File: src/rtl/servo_ctrl_pkg.sv
// Shared types and helpers for the servo command sequencer.
package servo_ctrl_pkg;
  localparam int ANGLE_W = 12;

  typedef enum logic [1:0] {
    ARM    = 2'd0,
    RUN    = 2'd1,
    HOLD   = 2'd2,
    HOMING = 2'd3
  } seq_state_t;

  function automatic logic [ANGLE_W-1:0] clamp_angle(
    input logic [ANGLE_W-1:0] value,
    input logic [ANGLE_W-1:0] lo,
    input logic [ANGLE_W-1:0] hi
  );
    if (value < lo) return lo;
    else if (value > hi) return hi;
    else return value;
  endfunction
endpackage

File: src/rtl/servo_slew_step.sv
// One-axis slew limiter: moves angle toward target by at most MAX_STEP, never overshooting.
module servo_slew_step
  import servo_ctrl_pkg::*;
#(
  parameter int MAX_STEP = 64
) (
  input  logic [ANGLE_W-1:0] angle,
  input  logic [ANGLE_W-1:0] target,
  output logic [ANGLE_W-1:0] next_angle
);
  localparam logic [ANGLE_W:0]   STEP_WIDE = (ANGLE_W+1)'(MAX_STEP);
  localparam logic [ANGLE_W-1:0] STEP      = ANGLE_W'(MAX_STEP);

  logic signed [ANGLE_W:0] diff;
  logic        [ANGLE_W:0] mag;

  assign diff = $signed({1'b0, target}) - $signed({1'b0, angle});

  always_comb begin
    mag = diff[ANGLE_W] ? unsigned'(-diff) : unsigned'(diff);
    if (mag <= STEP_WIDE) next_angle = target;
    else if (diff[ANGLE_W]) next_angle = angle - STEP;
    else next_angle = angle + STEP;
  end
endmodule

File: src/rtl/servo_cmd_sequencer.sv
// Clamps target angle pairs, slew-limits both servo axes once per PWM frame and
// sequences arm / run / hold / homing.
module servo_cmd_sequencer
  import servo_ctrl_pkg::*;
#(
  parameter int UPDATE_DIV = 1064960,
  parameter int MAX_STEP   = 64,
  parameter int HOME_ANGLE = 2048,
  parameter int ANGLE_MIN  = 0,
  parameter int ANGLE_MAX  = 4095,
  parameter int ARM_TICKS  = 16
) (
  input  logic               clock,
  input  logic               reset,
  input  logic               cmd_valid,
  output logic               cmd_ready,
  input  logic [ANGLE_W-1:0] cmd_x,
  input  logic [ANGLE_W-1:0] cmd_y,
  input  logic               freeze,
  input  logic               home_req,
  output logic [ANGLE_W-1:0] angle_x,
  output logic [ANGLE_W-1:0] angle_y,
  output logic               pwm_enable,
  output logic               update_tick,
  output logic               at_target,
  output logic [1:0]         state
);
  localparam int CNT_W = (UPDATE_DIV > 1) ? $clog2(UPDATE_DIV) : 1;
  localparam int ARM_W = $clog2(ARM_TICKS + 1);
  localparam logic [CNT_W-1:0]   CNT_LAST = CNT_W'(UPDATE_DIV - 1);
  localparam logic [ARM_W-1:0]   ARM_LAST = ARM_W'(ARM_TICKS - 1);
  localparam logic [ANGLE_W-1:0] HOME     = ANGLE_W'(HOME_ANGLE);
  localparam logic [ANGLE_W-1:0] LO       = ANGLE_W'(ANGLE_MIN);
  localparam logic [ANGLE_W-1:0] HI       = ANGLE_W'(ANGLE_MAX);

  seq_state_t         cur_state, nxt_state;
  logic [CNT_W-1:0]   frame_cnt;
  logic [ARM_W-1:0]   arm_cnt;
  logic [ANGLE_W-1:0] target_x, target_y;
  logic [ANGLE_W-1:0] slew_x, slew_y;
  logic [ANGLE_W-1:0] angle_x_nxt, angle_y_nxt, target_x_nxt, target_y_nxt;
  logic               tick, slewing, xfer, homing_entry;

  assign tick = (frame_cnt == CNT_LAST);

  servo_slew_step #(.MAX_STEP(MAX_STEP)) u_slew_x (
    .angle(angle_x), .target(target_x), .next_angle(slew_x)
  );
  servo_slew_step #(.MAX_STEP(MAX_STEP)) u_slew_y (
    .angle(angle_y), .target(target_y), .next_angle(slew_y)
  );

  // Angles move only on a tick in RUN/HOMING, always toward the pre-transfer target.
  always_comb begin
    slewing     = tick && (cur_state == RUN || cur_state == HOMING);
    angle_x_nxt = slewing ? slew_x : angle_x;
    angle_y_nxt = slewing ? slew_y : angle_y;
  end

  always_comb begin
    nxt_state = cur_state;
    case (cur_state)
      ARM:     if (tick && arm_cnt == ARM_LAST) nxt_state = RUN;
      RUN:     if (home_req) nxt_state = HOMING;
               else if (freeze) nxt_state = HOLD;
      HOLD:    if (home_req) nxt_state = HOMING;
               else if (!freeze) nxt_state = RUN;
      HOMING:  if (tick && angle_x_nxt == HOME && angle_y_nxt == HOME) nxt_state = RUN;
      default: nxt_state = ARM;
    endcase
  end

  // Handshake: a pair transfers on any clock edge where cmd_valid && cmd_ready;
  // cmd_ready depends only on state, never on cmd_valid. No queue: last transfer wins.
  always_comb begin
    cmd_ready = (cur_state == RUN) || (cur_state == HOLD);
    state     = cur_state;
  end

  always_comb begin
    xfer         = cmd_valid && cmd_ready;
    homing_entry = (nxt_state == HOMING) && (cur_state != HOMING);
    target_x_nxt = target_x;
    target_y_nxt = target_y;
    if (homing_entry) begin
      target_x_nxt = HOME;
      target_y_nxt = HOME;
    end else if (xfer) begin
      target_x_nxt = clamp_angle(cmd_x, LO, HI);
      target_y_nxt = clamp_angle(cmd_y, LO, HI);
    end
  end

  always_ff @(posedge clock) begin
    if (reset) begin
      cur_state   <= ARM;
      frame_cnt   <= '0;
      arm_cnt     <= '0;
      angle_x     <= HOME;
      angle_y     <= HOME;
      target_x    <= HOME;
      target_y    <= HOME;
      pwm_enable  <= 1'b0;
      update_tick <= 1'b0;
      at_target   <= 1'b1;
    end else begin
      cur_state   <= nxt_state;
      frame_cnt   <= tick ? '0 : frame_cnt + 1'b1;
      if (cur_state == ARM && tick) arm_cnt <= arm_cnt + 1'b1;
      angle_x     <= angle_x_nxt;
      angle_y     <= angle_y_nxt;
      target_x    <= target_x_nxt;
      target_y    <= target_y_nxt;
      pwm_enable  <= pwm_enable || (cur_state == ARM && nxt_state == RUN);
      update_tick <= tick;
      at_target   <= (angle_x_nxt == target_x_nxt) && (angle_y_nxt == target_y_nxt);
    end
  end
endmodule

File: config.mk
export PLATFORM = sky130hd
export DESIGN_NAME = servo_cmd_sequencer
export DESIGN_NICKNAME = d
export VERILOG_FILES = /design/src/rtl/servo_ctrl_pkg.sv /design/src/rtl/servo_slew_step.sv /design/src/rtl/servo_cmd_sequencer.sv
export SDC_FILE = /design/constraint.sdc
export NUM_CORES = 1
export LEC_CHECK = 0
export CAP_MARGIN = 5
export CORE_UTILIZATION = 60
export DETAILED_ROUTE_END_ITERATION = 6
export GPL_TIMING_DRIVEN = 0
export PLACE_DENSITY_LB_ADDON = 0.25
export SYNTH_ARGS = -nofsm -noshare
export SYNTH_HDL_FRONTEND = slang
export SYNTH_HIERARCHICAL = 1
export SYNTH_SLANG_ARGS = --single-unit
File: constraint.sdc
create_clock -name clock -period 12.62 [get_ports clock]
set_clock_uncertainty 0.05 [all_clocks]
set_input_delay 1.893 -clock clock [delete_from_list [all_inputs] [get_ports clock]]
set_output_delay 1.893 -clock clock [all_outputs]
set_load 0.03 [all_outputs]
==> qor.yml <==
worst_hold_path:
  hold_class: "reg2reg"
  worstHoldStart: "frame_cnt[0]"
layout:
  final_util_pct: 71.8
  nFillCells: 915
  nets: 972
  multi_input_area_um2: 4900
  final_layout_size_suffix_gt1_share_pct: 9.52
  regArea_um2: 1580
  mostFrequentLayoutCells: "nor2_1, dfxtp_1, nand2_1"
  antenna_cells: 0
  area_growth_pct: 15.5
  layout_commonest_cell: "nor2_1"
setup_path:
  critPathSlowestCell: "o21ai_1"
  cp_top_family: "compound AO/OA/AOI/OAI gates"
  cp.required_ns: 12.82
  start_kind: "flop"
  max_stage_delay_ns: 0.52
  timing.rr.start: "target_x[0]"
  worstSetupEndpointType: "flop"
  cp_common_cell: "nand4_1"
  crit_fanout: 8
  crit_chain: "inv_1, ha_1, fa_1, nor2b_1, o211ai_1, a21o_1, o21ai_1, inv_1, ha_1, a21o_1, a21oi_1, o21bai_1, a21oi_1, xnor2_1, xnor2_1, mux2_1, nand4_1, and2_1, nand4_1, o211ai_1, nand4_1, o41ai_2"
  criticalPathCategory: "reg2reg"
  crit_buf_inv: 2
  cp.arrival_ns: 6.07
  crit_start: "target_x[0]"
die:
  initial_core_util_pct: 62.2
  ios: 59
  die_h_um: 108
  die_x_um: 108
  dieArea_um2: 11800
  core-area_um2: 10900
  rows: 38
placed_design:
  port_buffers: 57
  place.gp.congestion: 0.897
  hpwlAfterDp_mm: 15.1
yosys:
  synth.yosys.seq_area_share_pct: 23.3
  synth.distinct_cells: 83
  netlist_area_um2: 6800
  synth_warnings: 6
  synth.top_cells.by_area: "dfxtp_1, ha_1, mux2i_1"
  syn_nets: 904
  synth_flop_cell: "dfxtp_1"
  yosysTopAreaCell: "dfxtp_1"
  synth_edf_count: 0
  synth_cells: 830
  ys_ff_latch: 79
  postSynth.asyncResetShare_pct: 0
  syn_area_per_cell_um2: 8.19
  synth_top_area_share_pct: 23.3
job:
  drv_cap: 0
route:
  drt-pass1-iter-count: 7
  routed_wl_mm: 19.9
  route.detailed.drc: 1
  ant_nets: 0
  wl_per_cell_um: 19.1
  dr_total_vias: 6726
  first_iter_violations: 638
  vias_per_cell: 6.45
clocking:
  clockBufferDepth: 2
  clk_latency_ns: 0.35
  htree_levels: 3
  numCtsBuffers: 9
  cts_root_buffer: "clkbuf_16"
  clkSinkCount: 79
  post-cts-setup-buffer-count: 0
  ctsResizeCount: 0
  cts_hold_buf: 0
  tritoncts: "yes"
  clk_pin_slew_worst_paths_ns: 0.07
timing:
  hold_viol: 0
  fin_crit_sh_pct: 46.5
  fmax_mhz: 170
  rsz0062_at_grt: "false"
  tightest_slew_ns: 0.744
  tns_ns: 0
  slew_violations: 0
  setup_viol: 0
  period_minus_slack_ns: 5.87
  slew_headroom_pct: 50.4
pwr:
  power_density_nw_per_um2: 240
  swShare_pct: 47.5
  vdd_drop_max_mv: 0.166
  pwr-share-seq_pct: 15.6
  p_comb_share_pct: 69.9
  clkPwrFrac_pct: 14.5
  p_int_w: 0.000990
  power.switching_w: 0.000897
  p_leak_nw: 3.45
grt:
  grt_pass1_wl_mm: 31.6
  grt_usage_pct: 34.4
  antenna_found_initial: 0
  grt-ovfl-total: 0
  grt_max_degree: 16
  grt_pass1_vias: 6425
run_status:
  outcome: "complete, but fails checks"
  violations: "design-rule violations"
## metal layers
layer  vias up  routed length [um]  global-route usage (%)
met5         -                   0                       0
met4         0                 623                    13.7
met3        70                1500                    6.39
met2       336                9040                    55.9
met1      3153                8750                    44.8
li1       3167                   -                       -
## flip-flops by register name (all words and copies together), names as in the netlist
signal,cells
frame_cnt,21
angle_x,12
angle_y,12
target_x,12
target_y,12
arm_cnt,5
state,2
at_target,1
pwm_enable,1
update_tick,1
## synth_stat cells (5+ instances only)
library cell	number
and4_1	5
nor2_1	109
and2_1	9
or4_1	7
mux2_4	16
ha_1	41
a2111oi_0	7
clkbuf_1	12
o21ai_0	19
nor3b_1	6
or3_1	5
a21oi_1	53
o22ai_1	5
nor2b_1	6
nand2b_1	5
mux2_2	9
inv_1	48
buf_2	5
o21bai_1	8
dfxtp_1	79
and3_1	16
nand3_1	29
a211oi_1	7
xor2_1	27
nand2_1	61
nand4_1	13
buf_6	5
or2_2	7
nor3_1	12
a21o_1	15
or2_1	5
mux2i_1	47
xnor2_1	26
o2111ai_1	5
o211ai_1	11
## cell type report
cell class / count / share of cell area, %
buffer: 24 / 1.80
clock buffer: 9 / 2.87
clock inverter: 7 / 1.02
inverter: 48 / 2.30
multi-input combinational: 679 / 62.4
sequential: 79 / 20.1
tap: 140 / 2.23
timing repair buffer: 57 / 7.27
## power by group through the flow
stage / clock (W) / combinational, W / sequential (W)
after floorplan: 0 / 0.00101 / 0.000302
after global placement: 0 / 0.00122 / 0.000297
after detailed placement: 0 / 0.00127 / 0.000299
after CTS: 0.000272 / 0.00128 / 0.000294
after global routing: 0.000283 / 0.00142 / 0.000297
final: 0.000273 / 0.00132 / 0.000295
## path summary, 6_finish.rpt
check	endpoint	slack, ns	depth (start not counted)
worst max-delay path	at_target	6.75	22
worst min-delay path	frame_cnt[0]	0.42	1
worst max register to register	at_target	6.75	22
worst min register to register	frame_cnt[0]	0.42	1
## stage by stage
| step | area (um2) | hold slack, ns | cells | setup slack (ns) | total power [W] |
|---|---|---|---|---|---|
| 2_1_floorplan | 6800 | 0.380 | 830 | 7.92 | 0.00131 |
| 3_3_place_gp | 7540 | 0.392 | 1027 | 7.13 | 0.00152 |
| 3_5_place_dp | 7540 | 0.408 | 1027 | 6.98 | 0.00157 |
| 4_1_cts | 7850 | 0.422 | 1043 | 6.93 | 0.00185 |
| 5_1_grt | 7850 | 0.448 | 1043 | 6.43 | 0.00200 |
| 6_report | 7850 | 0.418 | 1043 | 6.75 | 0.00189 |
## logic make-up (layout without fill, tap and decap cells)
family,Yosys count,in the layout,synth area share (%)
AOI/OAI and AO/OA,187,187,19.7
adders and majority gates,45,45,8.72
muxes,74,74,12.3
and+or+nand+nor,320,320,24.4
xor gates and xnor gates,53,53,6.83
buffers and inverters,72,145,4.73
DFF,79,79,23.3
Power figures use the tool's default switching activity.
